<file path="src/rtl/ripple_cap_pkg.sv">
// Shared types and helpers for the ripple counter capture block.
package ripple_cap_pkg;

    // Capture sequencer states
    typedef enum logic [1:0] {
        IDLE   = 2'd0,
        FILTER = 2'd1,
        HOLD   = 2'd2
    } state_e;

    // Depth of the per-bit synchronizer in front of the filter
    localparam int SYNC_STAGES = 2;

    // Elapsed-count result: wrap flag plus a 32-bit container for the delta
    typedef struct packed {
        logic        wrap;
        logic [31:0] delta;
    } delta_wrap_t;

    // Down-counter elapsed count from prev to cur, modulo 2^width.
    // wrap is set when cur is above prev, i.e. the counter passed through 0.
    function automatic delta_wrap_t calc_delta_wrap(input logic [31:0] prev,
                                                    input logic [31:0] cur,
                                                    input int unsigned width);
        delta_wrap_t r;
        logic [31:0] mask;
        mask    = (width >= 32) ? '1 : ((32'd1 << width) - 32'd1);
        r.delta = (prev - cur) & mask;
        r.wrap  = (cur > prev);
        return r;
    endfunction

endpackage

</file>
<file path="src/rtl/ripple_count_capture_sync_vec.sv">
// W-bit multi-flop synchronizer for a vector that is asynchronous to clk.
// Bits are synchronized independently; coherence is restored by the
// stability filter downstream.
module sync_vec
    import ripple_cap_pkg::*;
#(
    parameter int W = 4
) (
    input  logic         clk,
    input  logic         rst,
    input  logic [W-1:0] din,
    output logic [W-1:0] dout
);

    logic [W-1:0] stage_q [SYNC_STAGES];
    logic [W-1:0] stage_d [SYNC_STAGES];

    // Shift the input one stage down the chain each clock
    always_comb begin
        stage_d[0] = din;
        for (int i = 1; i < SYNC_STAGES; i++) begin
            stage_d[i] = stage_q[i-1];
        end
    end

    // Synchronizer flops
    // NOTE: this is a short flop chain, not a RAM, so every stage takes the reset.
    always_ff @(posedge clk or posedge rst) begin
        if (rst) begin
            for (int i = 0; i < SYNC_STAGES; i++) begin
                stage_q[i] <= '0;
            end
        end else begin
            for (int i = 0; i < SYNC_STAGES; i++) begin
                stage_q[i] <= stage_d[i];
            end
        end
    end

    assign dout = stage_q[SYNC_STAGES-1];

endmodule

</file>
<file path="src/rtl/ripple_count_capture.sv">
// Samples a free-running async ripple down-counter, waits for the synced
// value to settle, and on request hands a stable capture plus the elapsed
// count since the previous good capture to the next stage (valid/ready).
module ripple_count_capture
    import ripple_cap_pkg::*;
#(
    parameter int N       = 4,
    parameter int STABLE  = 3,
    parameter int TIMEOUT = 16
) (
    input  logic         clk,
    input  logic         rst,
    input  logic [N-1:0] cnt_in,
    input  logic         cap_req,
    input  logic         out_ready,
    output logic         out_valid,
    output logic [N-1:0] cap_value,
    output logic [N-1:0] cap_delta,
    output logic         cap_wrap,
    output logic         cap_timeout,
    output logic         busy
);

    localparam int CW = $clog2(TIMEOUT + 1);
    localparam logic [CW-1:0] STAB_HIT = CW'(STABLE - 2);
    localparam logic [CW-1:0] TO_HIT   = CW'(TIMEOUT - 1);
    localparam logic [CW-1:0] CNT_MAX  = '1;

    state_e       state_q, state_d;
    logic [N-1:0] sync_now;
    logic [N-1:0] sync_prev_q, sync_prev_d;
    logic [CW-1:0] stab_cnt_q, stab_cnt_d;
    logic [CW-1:0] to_cnt_q, to_cnt_d;
    logic [N-1:0] prev_capture_q, prev_capture_d;
    logic [N-1:0] cap_value_q, cap_value_d;
    logic [N-1:0] cap_delta_q, cap_delta_d;
    logic         cap_wrap_q, cap_wrap_d;
    logic         cap_timeout_q, cap_timeout_d;

    logic         same;
    delta_wrap_t  dw;
    logic         unused_delta_hi;

    sync_vec #(.W(N)) u_sync (
        .clk  (clk),
        .rst  (rst),
        .din  (cnt_in),
        .dout (sync_now)
    );

    // Delta/wrap against the pre-update previous capture
    assign dw = calc_delta_wrap(32'(prev_capture_q), 32'(sync_now), N);
    // Upper bits of the 32-bit helper result are zero whenever N < 32
    assign unused_delta_hi = ^dw.delta;
    assign same = (sync_now == sync_prev_q);

    // Next-state, filter counters and result latching
    // NOTE: every variable gets its hold value first so no path leaves it unassigned (no latches).
    always_comb begin
        state_d        = state_q;
        sync_prev_d    = sync_now;
        stab_cnt_d     = stab_cnt_q;
        to_cnt_d       = to_cnt_q;
        prev_capture_d = prev_capture_q;
        cap_value_d    = cap_value_q;
        cap_delta_d    = cap_delta_q;
        cap_wrap_d     = cap_wrap_q;
        cap_timeout_d  = cap_timeout_q;

        case (state_q)
            IDLE: begin
                if (cap_req) begin
                    state_d    = FILTER;
                    stab_cnt_d = '0;
                    to_cnt_d   = '0;
                end
            end
            FILTER: begin
                if (same && (stab_cnt_q == STAB_HIT)) begin
                    // Stable capture: becomes the new reference point
                    state_d        = HOLD;
                    cap_value_d    = sync_now;
                    cap_delta_d    = dw.delta[N-1:0];
                    cap_wrap_d     = dw.wrap;
                    cap_timeout_d  = 1'b0;
                    prev_capture_d = sync_now;
                end else if (to_cnt_q == TO_HIT) begin
                    // Forced capture: value may be mid-ripple, so keep the old reference
                    state_d       = HOLD;
                    cap_value_d   = sync_now;
                    cap_delta_d   = dw.delta[N-1:0];
                    cap_wrap_d    = dw.wrap;
                    cap_timeout_d = 1'b1;
                end else begin
                    if (same) begin
                        stab_cnt_d = (stab_cnt_q == CNT_MAX) ? stab_cnt_q : stab_cnt_q + 1'b1;
                    end else begin
                        stab_cnt_d = '0;
                    end
                    to_cnt_d = to_cnt_q + 1'b1;
                end
            end
            HOLD: begin
                if (out_ready) begin
                    state_d = IDLE;
                end
            end
            default: state_d = IDLE;
        endcase
    end

    // State, filter and result registers
    // NOTE: sequential state uses non-blocking assignments so all flops update from pre-edge values.
    always_ff @(posedge clk or posedge rst) begin
        if (rst) begin
            state_q        <= IDLE;
            sync_prev_q    <= '0;
            stab_cnt_q     <= '0;
            to_cnt_q       <= '0;
            prev_capture_q <= '0;
            cap_value_q    <= '0;
            cap_delta_q    <= '0;
            cap_wrap_q     <= 1'b0;
            cap_timeout_q  <= 1'b0;
        end else begin
            state_q        <= state_d;
            sync_prev_q    <= sync_prev_d;
            stab_cnt_q     <= stab_cnt_d;
            to_cnt_q       <= to_cnt_d;
            prev_capture_q <= prev_capture_d;
            cap_value_q    <= cap_value_d;
            cap_delta_q    <= cap_delta_d;
            cap_wrap_q     <= cap_wrap_d;
            cap_timeout_q  <= cap_timeout_d;
        end
    end

    assign out_valid   = (state_q == HOLD);
    assign busy        = (state_q != IDLE);
    assign cap_value   = cap_value_q;
    assign cap_delta   = cap_delta_q;
    assign cap_wrap    = cap_wrap_q;
    assign cap_timeout = cap_timeout_q;

endmodule

</file>
<file path="config.mk">
export PLATFORM = sky130hd
export DESIGN_NAME = ripple_count_capture
export DESIGN_NICKNAME = d
export VERILOG_FILES = /design/src/rtl/ripple_cap_pkg.sv /design/src/rtl/ripple_count_capture_sync_vec.sv /design/src/rtl/ripple_count_capture.sv
export SDC_FILE = /design/constraint.sdc
export NUM_CORES = 1
export LEC_CHECK = 0
export CAP_MARGIN = 10
export CORE_ASPECT_RATIO = 0.9
export CORE_MARGIN = 2
export CORE_UTILIZATION = 45
export DETAILED_ROUTE_END_ITERATION = 8
export PLACE_DENSITY = 0.67
export SYNTH_ARGS = -nofsm -noshare
export SYNTH_HDL_FRONTEND = slang
export SYNTH_SLANG_ARGS = --single-unit
</file>
<file path="constraint.sdc">
create_clock -name clk -period 4.6 [get_ports clk]
set_input_delay 0.92 -clock clk [delete_from_list [all_inputs] [get_ports clk]]
set_output_delay 0.92 -clock clk [all_outputs]
set_load 0.005 [all_outputs]
</file>
After elaboration in Yosys (flattened, before gate mapping)
Index checks and enable logic that the tools add are counted.

Register bits: 38. Output and inout bits: 12. Word-level logic and storage cells: 59. Input bits: 8.

Mux-type cells: 22. Add/sub/neg operators: 3. Order comparisons: 1. Eq/ne operators: 12. Reductions and logical operators: 10.

Operator list (count): 5-bit two-way mux (7); 5-bit case mux with 2 select lines (2); 4-bit two-way mux (4); 5-bit by 1-bit adder with 5-bit output (second input constant) (2); 2-bit two-way mux (4); 2-bit != test (second input constant) (4); 3-bit != test (second input constant) (2); 2-bit case mux with 3 select lines (1); 2-bit nonzero test (3); 5-bit by 1-bit == test with 1-bit output (second input constant) (1); 5-bit by 4-bit == test with 1-bit output (second input constant) (1); 5-bit == test (second input constant) (1); 5-bit AND reduction (1); 4-bit == test (1); 4-bit greater-than comparator (1); 1-bit two-way mux (4); 2-bit AND reduction (2); 4-bit AND reduction (1); 4-bit subtractor (1); 3-bit AND reduction (1); 2-bit by 1-bit == test with 1-bit output (second input constant) (1); 2-bit == test (second input constant) (1); 2-bit logical NOT (1); 1-bit logical AND (1).

Logic depth before layout (Yosys ltp)
Gate-level depths: netlist (run 1).

Word-level depth: 6. Depth in mapped cells: 8. Depth with buffers taken out: 8.

Modules after synthesis
Synthesis (run 1) repeated with hierarchy kept, for this count alone.

Cells, all modules: 147. Area total of the unflattened synthesis: 1773.0 um^2.

By module, submodules not included: ripple_count_capture (area each 1569.0 um^2, times used 1, sequential area each 750.7 um^2, cells each 138); sync_vec (area each 203.9 um^2, times used 1, sequential area each 200.2 um^2, cells each 9).

Worst setup path after synthesis (run 1)
OpenSTA, ideal clock, no wires.

Path kind: register to register. Start: reg to_cnt_q[0]. End: reg to_cnt_q[0]. Cell stages (with the launch flop): 8. Data arrival time: 1.822 ns. Path buffers: 0. Path slack: 2.653 ns. Clock period less this slack: 1.947 ns. Setup time: 0.125 ns. Data required time: 4.475 ns. Cell sequence: dfrtp_1 -> ha_1 -> and3_1 -> ha_1 -> nand2b_1 -> a21o_1 -> a21oi_4 -> mux2_4.

Longest elaborated chain between the ends: 4. Elaborated cells between the ends (all ways): 7. Classes of those cells: add/sub: 1; eq/ne: 2; mux: 3; reduce/logical: 1.

RTL lines: start, declared (RTL line ripple_count_capture.sv:33) `logic [CW-1:0] to_cnt_q, to_cnt_d;`; start signal, assigned (RTL line ripple_count_capture.sv:129) `to_cnt_q <= to_cnt_d;`; 5-bit by 1-bit adder with 5-bit output (RTL line ripple_count_capture.sv:100) `to_cnt_d = to_cnt_q + 1'b1;`; 5-bit two-way mux (RTL line ripple_count_capture.sv:87) `end else if (to_cnt_q == TO_HIT) begin`; 5-bit two-way mux (RTL line ripple_count_capture.sv:79) `if (same && (stab_cnt_q == STAB_HIT)) begin`; 5-bit case mux with 2 select lines (RTL line ripple_count_capture.sv:70) `case (state_q)`.

Parallel ways exist; a longest one is shown, timed or not. The select of a mux whose other input is x is not followed. A chain may end at the register's enable or synchronous reset.

Final worst setup path (run 1)
Start: reg state_q[0]. End: out busy.

Longest elaborated chain between the ends: 1.

RTL lines: start, declared (RTL line ripple_count_capture.sv:29) `state_e state_q, state_d;`; start signal, assigned (RTL line ripple_count_capture.sv:126) `state_q <= state_d;`; 2-bit nonzero test (RTL line ripple_count_capture.sv:139) `assign busy = (state_q != IDLE);`; end, declared (RTL line ripple_count_capture.sv:21) `output logic busy`.

No other way between the ends.

==> results of run 1 <==
-- cells by family after synthesis --
family / after synthesis / synth area share (%)
compound gates: 27 / 11.4
buf+inv: 19 / 4.56
fa+ha+maj: 10 / 7.33
xor+xnor: 5 / 2.42
mux: 14 / 8.99
flops: 38 / 52.6
simple gates: 37 / 12.7
-- state kept, by name, summed over array words and instances (netlist names), 4 cells and up --
signal / count
stab_cnt_q: 5
cap_value: 4
u_sync.stage_d: 4
to_cnt_q: 5
u_sync.dout: 4
prev_capture_q: 4
sync_prev_q: 4
cap_delta: 4
-- placed cells by master, fill, tap and decap left out, types with 3 or more instances in the layout --
cell	count
o211ai_1	4
nand3_1	3
ha_1	9
nand2_1	5
inv_1	17
clkdlybuf4s50_1	19
dfrtp_1	38
mux2_1	5
nand2b_1	5
clkbuf_8	5
nor2_1	7
mux2_2	5
a31oi_1	3
o21ai_0	6
o22ai_1	3
xnor2_1	4
-- path summary, 6_finish.rpt --
check,from,end,depth (start not counted)
min in group asynchronous,rst,stab_cnt_q[0],2
max in group asynchronous,rst,sync_prev_q[0],3
min reg2reg,u_sync.stage_d[3],u_sync.dout[3],0
min,u_sync.stage_d[3],u_sync.dout[3],0
max reg2reg,to_cnt_q[0],to_cnt_q[0],7
max,state_q[0],busy,2
-- power by group through the flow --
stage	clock network (mW)	logic [mW]	registers, mW
after global placement	0	0.327	0.465
after global routing	0.362	0.374	0.475
final	0.339	0.330	0.462
after detailed placement	0	0.334	0.469
after floorplan	0	0.210	0.460
after CTS	0.348	0.335	0.463
-- through the flow --
step                      utilization (%)  total power [mW]  setup WS [ns]
final                                57.7              1.13           2.18
after global routing                 57.7              1.21           2.10
after CTS                            57.7              1.15           2.16
after detailed placement             54.1             0.802           2.20
after global placement               54.1             0.792           2.24
after floorplan                         -             0.670           2.65
-- area by class of cell --
type	count	area (sq um)	area share, %
timing repair buffer	20	198	9.05
inverter	17	63.8	2.92
clock buffer	5	68.8	3.15
sequential	38	951	43.6
tap	46	57.6	2.64
clock inverter	3	68.8	3.15
multi-input combinational	93	776	35.5
-- metal layers --
| layer | up-vias | part of all wire (%) |
|---|---|---|
| met1 | 573 | 49 |
| met3 | 6 | 3.6 |
| met2 | 25 | 46 |
| met4 | 0 | 1.5 |
| li1 | 575 | - |
| met5 | - | 0 |
-- synth_stat cells, drive strengths merged --
| master | instances | area share, % |
|---|---|---|
| inv | 17 | 3.5 |
| a221oi | 1 | 0.48 |
| nor2 | 8 | 1.8 |
| and3 | 2 | 0.69 |
| and2 | 2 | 0.76 |
| ha | 9 | 6.2 |
| a21boi | 1 | 0.42 |
| a21oi | 4 | 2.4 |
| o211ai | 4 | 1.7 |
| or2 | 1 | 0.35 |
| nor3 | 1 | 0.28 |
| nand3 | 3 | 0.83 |
| xnor2 | 4 | 1.9 |
| o21ai | 7 | 2.6 |
| o22ai | 3 | 1.0 |
| mux2 | 12 | 7.9 |
| xor2 | 1 | 0.48 |
| o31a | 1 | 0.48 |
| nand2b | 5 | 1.7 |
| nand4b | 1 | 0.48 |
| a21o | 1 | 0.42 |
| nand4 | 3 | 1.4 |
| a32o | 1 | 0.55 |
| buf | 2 | 1.0 |
| dfrtp | 38 | 53 |
| mux2i | 2 | 1.1 |
| and4 | 1 | 0.48 |
| nor2b | 2 | 0.83 |
| nand2 | 6 | 1.4 |
| nor4b | 1 | 1.3 |
| a31oi | 3 | 1.0 |
| fa | 1 | 1.1 |
| nor3b | 1 | 0.42 |
| o31ai | 1 | 0.42 |
==> metrics, run 1 <==
status=finished clean; DRC viols=0; Setup crit end kind=output pin; largest net degree at the start of global routing=38; Final period util=52.6%; max cap viols=0; hold buffer count at cts=0; Clock Skew=0.0105 ns; cell row count=21; Tot GR Track Use=16.5%; Die Width=70.8 um; IO buf count=19; M1 GR Usage=22.2%; crit path buf inv count=1; count of cell types in the netlist=44; post-route ant nets=0; RSZ-0062 raised after global routing=no; Diodes inserted=0; Placeable Area=3780 sq um; clock power share=30.0%; final setup fails=0; met2 GRT Util=25.7%; vias in the first global route=1238; depth of the CTS H-tree=2; setup TNS=0 ns; DIE HEIGHT=64.2 um; Root Buffer=clkbuf_8; CTS tree=yes; post-DR wirelength/cell=13.9 um; Hold Path Class=reg2reg; Crit Path Class=reg2out; Post-Synthesis Cells=150; CP max-delay cell=dfrtp_1; synth warn=0; Hold Violations, Final=0; CTS resizes=0; Die ar.=4540 sq um; CP startpoint kind=flop; Pleak=0.999 nW; global-route wire length before repair=5800 um; clock-pin slew on the worst setup and hold paths=0.08 ns; vias per cell=5.31; area of the mapped netlist=1810 sq um; DPL Wire Length=2260 um; Net Sw Frac=27.9%; GPL Wtd Cong=0.894; CTS buffer count=5; sequential share of the synthesized area=52.6%; Skew-Pair Late Insertion Delay=0.30 ns; Peak VDD IR=0.278 mV; DR iter-0 viols=58; Worst Hold Slack=0.357 ns; reg2reg setup slack=2.48 ns; pwr dens=518 nW/um^2; io pins=20; final WL=3080 um; worst-path fanout max=7; Setup Buffers After CTS=0; initial antenna violation count=0; Top delay family on crit path=flip-flops; f_max=413 MHz; CTS Sinks=38; Final Max Slew Viols=0; slowest cell delay on critical path=0.45 ns; clk buf depth=2; grt met3 use=4.42%; slew margin rel.=69.3%; drt first pass iters=4; final net count=193; critical path arrival=1.50 ns; Layout Area Growth over Synthesis=20.7%; CP Data Required Time=3.68 ns; Vias=1179; Placed Cells=214; layout cells sized above 1=14.8%; Overflow after GRT=0; power share of the combinational group=29.2%; post-layout minimum cycle time=2.42 ns; fill count=334; Post-Place Cell Area=2050 sq um; Final Instance Area=2180 sq um; Syn Area/Cell=12.1 sq um; non-filler cells, final=222; Sequential Power Share=40.8%; Worst Max-Slew Pin Slew=0.461 ns; flops & latches, synth=38; initial core utilization=47.8%; Psw=0.316 mW; post-synth net total=168; global route hottest layer=met2; Internal=0.816 mW; cell chain of the critical path=or2_2 -> clkdlybuf4s50_1
Power figures use the tool's default switching activity.
==> run 2: changes to the inputs <==
Settings changed: PLACE_DENSITY 0.67 to 0.7.
Clock period 4.6 ns to 2.13 ns, I/O delays scaled along.
==> metrics, run 2 (same netlist as run 1, synthesis figures left out) <==
clk buf depth=2; post-route ant nets=0; clock-pin slew on the worst setup and hold paths=0.07 ns; vias in the first global route=1199; final design utilization=59.3%; slew margin rel.=68.7%; Psw=0.710 mW; DR iter-0 viols=44; Die Width=70.8 um; GPL Wtd Cong=0.901; most frequent cells in the layout=dfrtp_1, clkdlybuf4s50_1, inv_1; Final Max Slew Viols=0; Final Instance Area=2240 sq um; CTS tree=yes; critical path arrival=2.19 ns; Pleak=1.02 nW; Die ar.=4540 sq um; final net count=197; Sequential Power Share=39.4%; Placeable Area=3780 sq um; layout cells sized above 1=18.9%; reg2reg end=to_cnt_q[4]; drt first pass iters=4; hold buffer count at cts=0; Layout Area Growth over Synthesis=23.9%; R2R cell count=7; initial antenna violation count=0; Crit Path Class=reg2reg; CP Data Required Time=2.31 ns; final WL=3230 um; final setup fails=0; io pins=20; CTS Sinks=38; setup TNS=0 ns; depth of the CTS H-tree=2; Root Buffer=clkbuf_8; power share of the combinational group=31.1%; Hold Violations, Final=0; DPL Wire Length=2300 um; post-DR wirelength/cell=14.3 um; DRC viols=0; Internal=1.84 mW; DP Worst Slack=0.0381 ns; WHS Endpoint=u_sync.dout[0]; Worst Max-Slew Pin Slew=0.469 ns; Setup crit end kind=flop; Worst Hold Slack=0.350 ns; IO buf count=19; clock power share=29.5%; CTS buffer count=5; f_max=497 MHz; global-route wire length before repair=5640 um; Worst R2R Start=to_cnt_q[0]; Post-Place Cell Area=2050 sq um; worst-path fanout max=4; Skew-Pair Late Insertion Delay=0.29 ns; pwr dens=1140 nW/um^2; max cap viols=0; Vias=1181; Peak VDD IR=0.772 mV; Diodes inserted=0; most common cell after layout, fill and taps aside=dfrtp_1; Net Sw Frac=27.8%; cell row count=21; Regs by FF count=stab_cnt_q (5), to_cnt_q (5); RSZ-0062 raised after global routing=no; post-layout minimum cycle time=2.01 ns; vias per cell=5.23; reg2reg setup slack=0.12 ns; Hold Path Class=reg2reg; Clock Skew=0.00453 ns; WHS Path Cells=0; Setup WS post-layout=0.117 ns; Overflow after GRT=0; Final period util=94.5%; status=finished clean; CP startpoint kind=flop; worst min-delay path startpoint=u_sync.stage_d[0]; Tot GR Track Use=16.0%; largest net degree at the start of global routing=39; DIE HEIGHT=64.2 um; initial core utilization=47.8%
## run 2: stage by stage
step	std cells	total power, mW
6_report	226	2.55
3_5_place_dp	215	1.75
2_1_floorplan	150	1.45
5_1_grt	226	2.71
4_1_cts	223	2.52
3_3_place_gp	215	1.72
## run 2: power by group through the flow
stage	sequential (mW)	clock (mW)	combinational, mW
2_1_floorplan	0.994	0	0.454
3_3_place_gp	1.00	0	0.717
3_5_place_dp	1.01	0	0.741
4_1_cts	1.00	0.769	0.746
5_1_grt	1.03	0.799	0.883
6_report	1.01	0.753	0.793
## run 2: critical path: stages, from the launching register on
cell and delay, ns:
dfrtp_1 0.41, ha_1 0.22, and3_1 0.18, ha_1 0.20
nand2b_4 0.16, a21o_1 0.22, a21oi_4 0.19, mux2_4 0.32
## run 2: how the worst max path moves through the flow
stage	start	endpoint	cells after the start
floorplan	to_cnt_q[0]	to_cnt_q[0]	7
global placement	to_cnt_q[0]	to_cnt_q[0]	7
detailed placement	to_cnt_q[0]	to_cnt_q[4]	7
CTS	to_cnt_q[0]	to_cnt_q[0]	7
global route	to_cnt_q[0]	to_cnt_q[0]	7
finish	to_cnt_q[0]	to_cnt_q[4]	7
## run 2: layout make-up
class	count	area, sq um
fillers	328	1540
flip-flops and latches	38	951
multi-input cells	93	800
repair buffers	24	228
clock buffers	6	82.6
inverters	17	63.8
clock inverters	2	60.1
well taps	46	57.6
## run 2: metal layers
layer,GRT usage [%],up-vias,wire [um]
met2,25.7,23,1540
met3,4.73,6,131
met1,20.3,578,1510
met4,6.84,0,48
met5,0,-,0
li1,-,574,-
## run 2: what timing repair did
item	4_1_cts	5_1_grt
endpoints found under the setup margin	0	7
resized for setup	0	4
buffers inserted	0	3
==> run 3: changes to the inputs <==
Settings changed: CTS_CLUSTER_DIAMETER set to 100, GPL_ROUTABILITY_DRIVEN set to 0.
==> results of run 3 <==
Same layout as run 2: the final DEF is identical, and so are final timing and power.
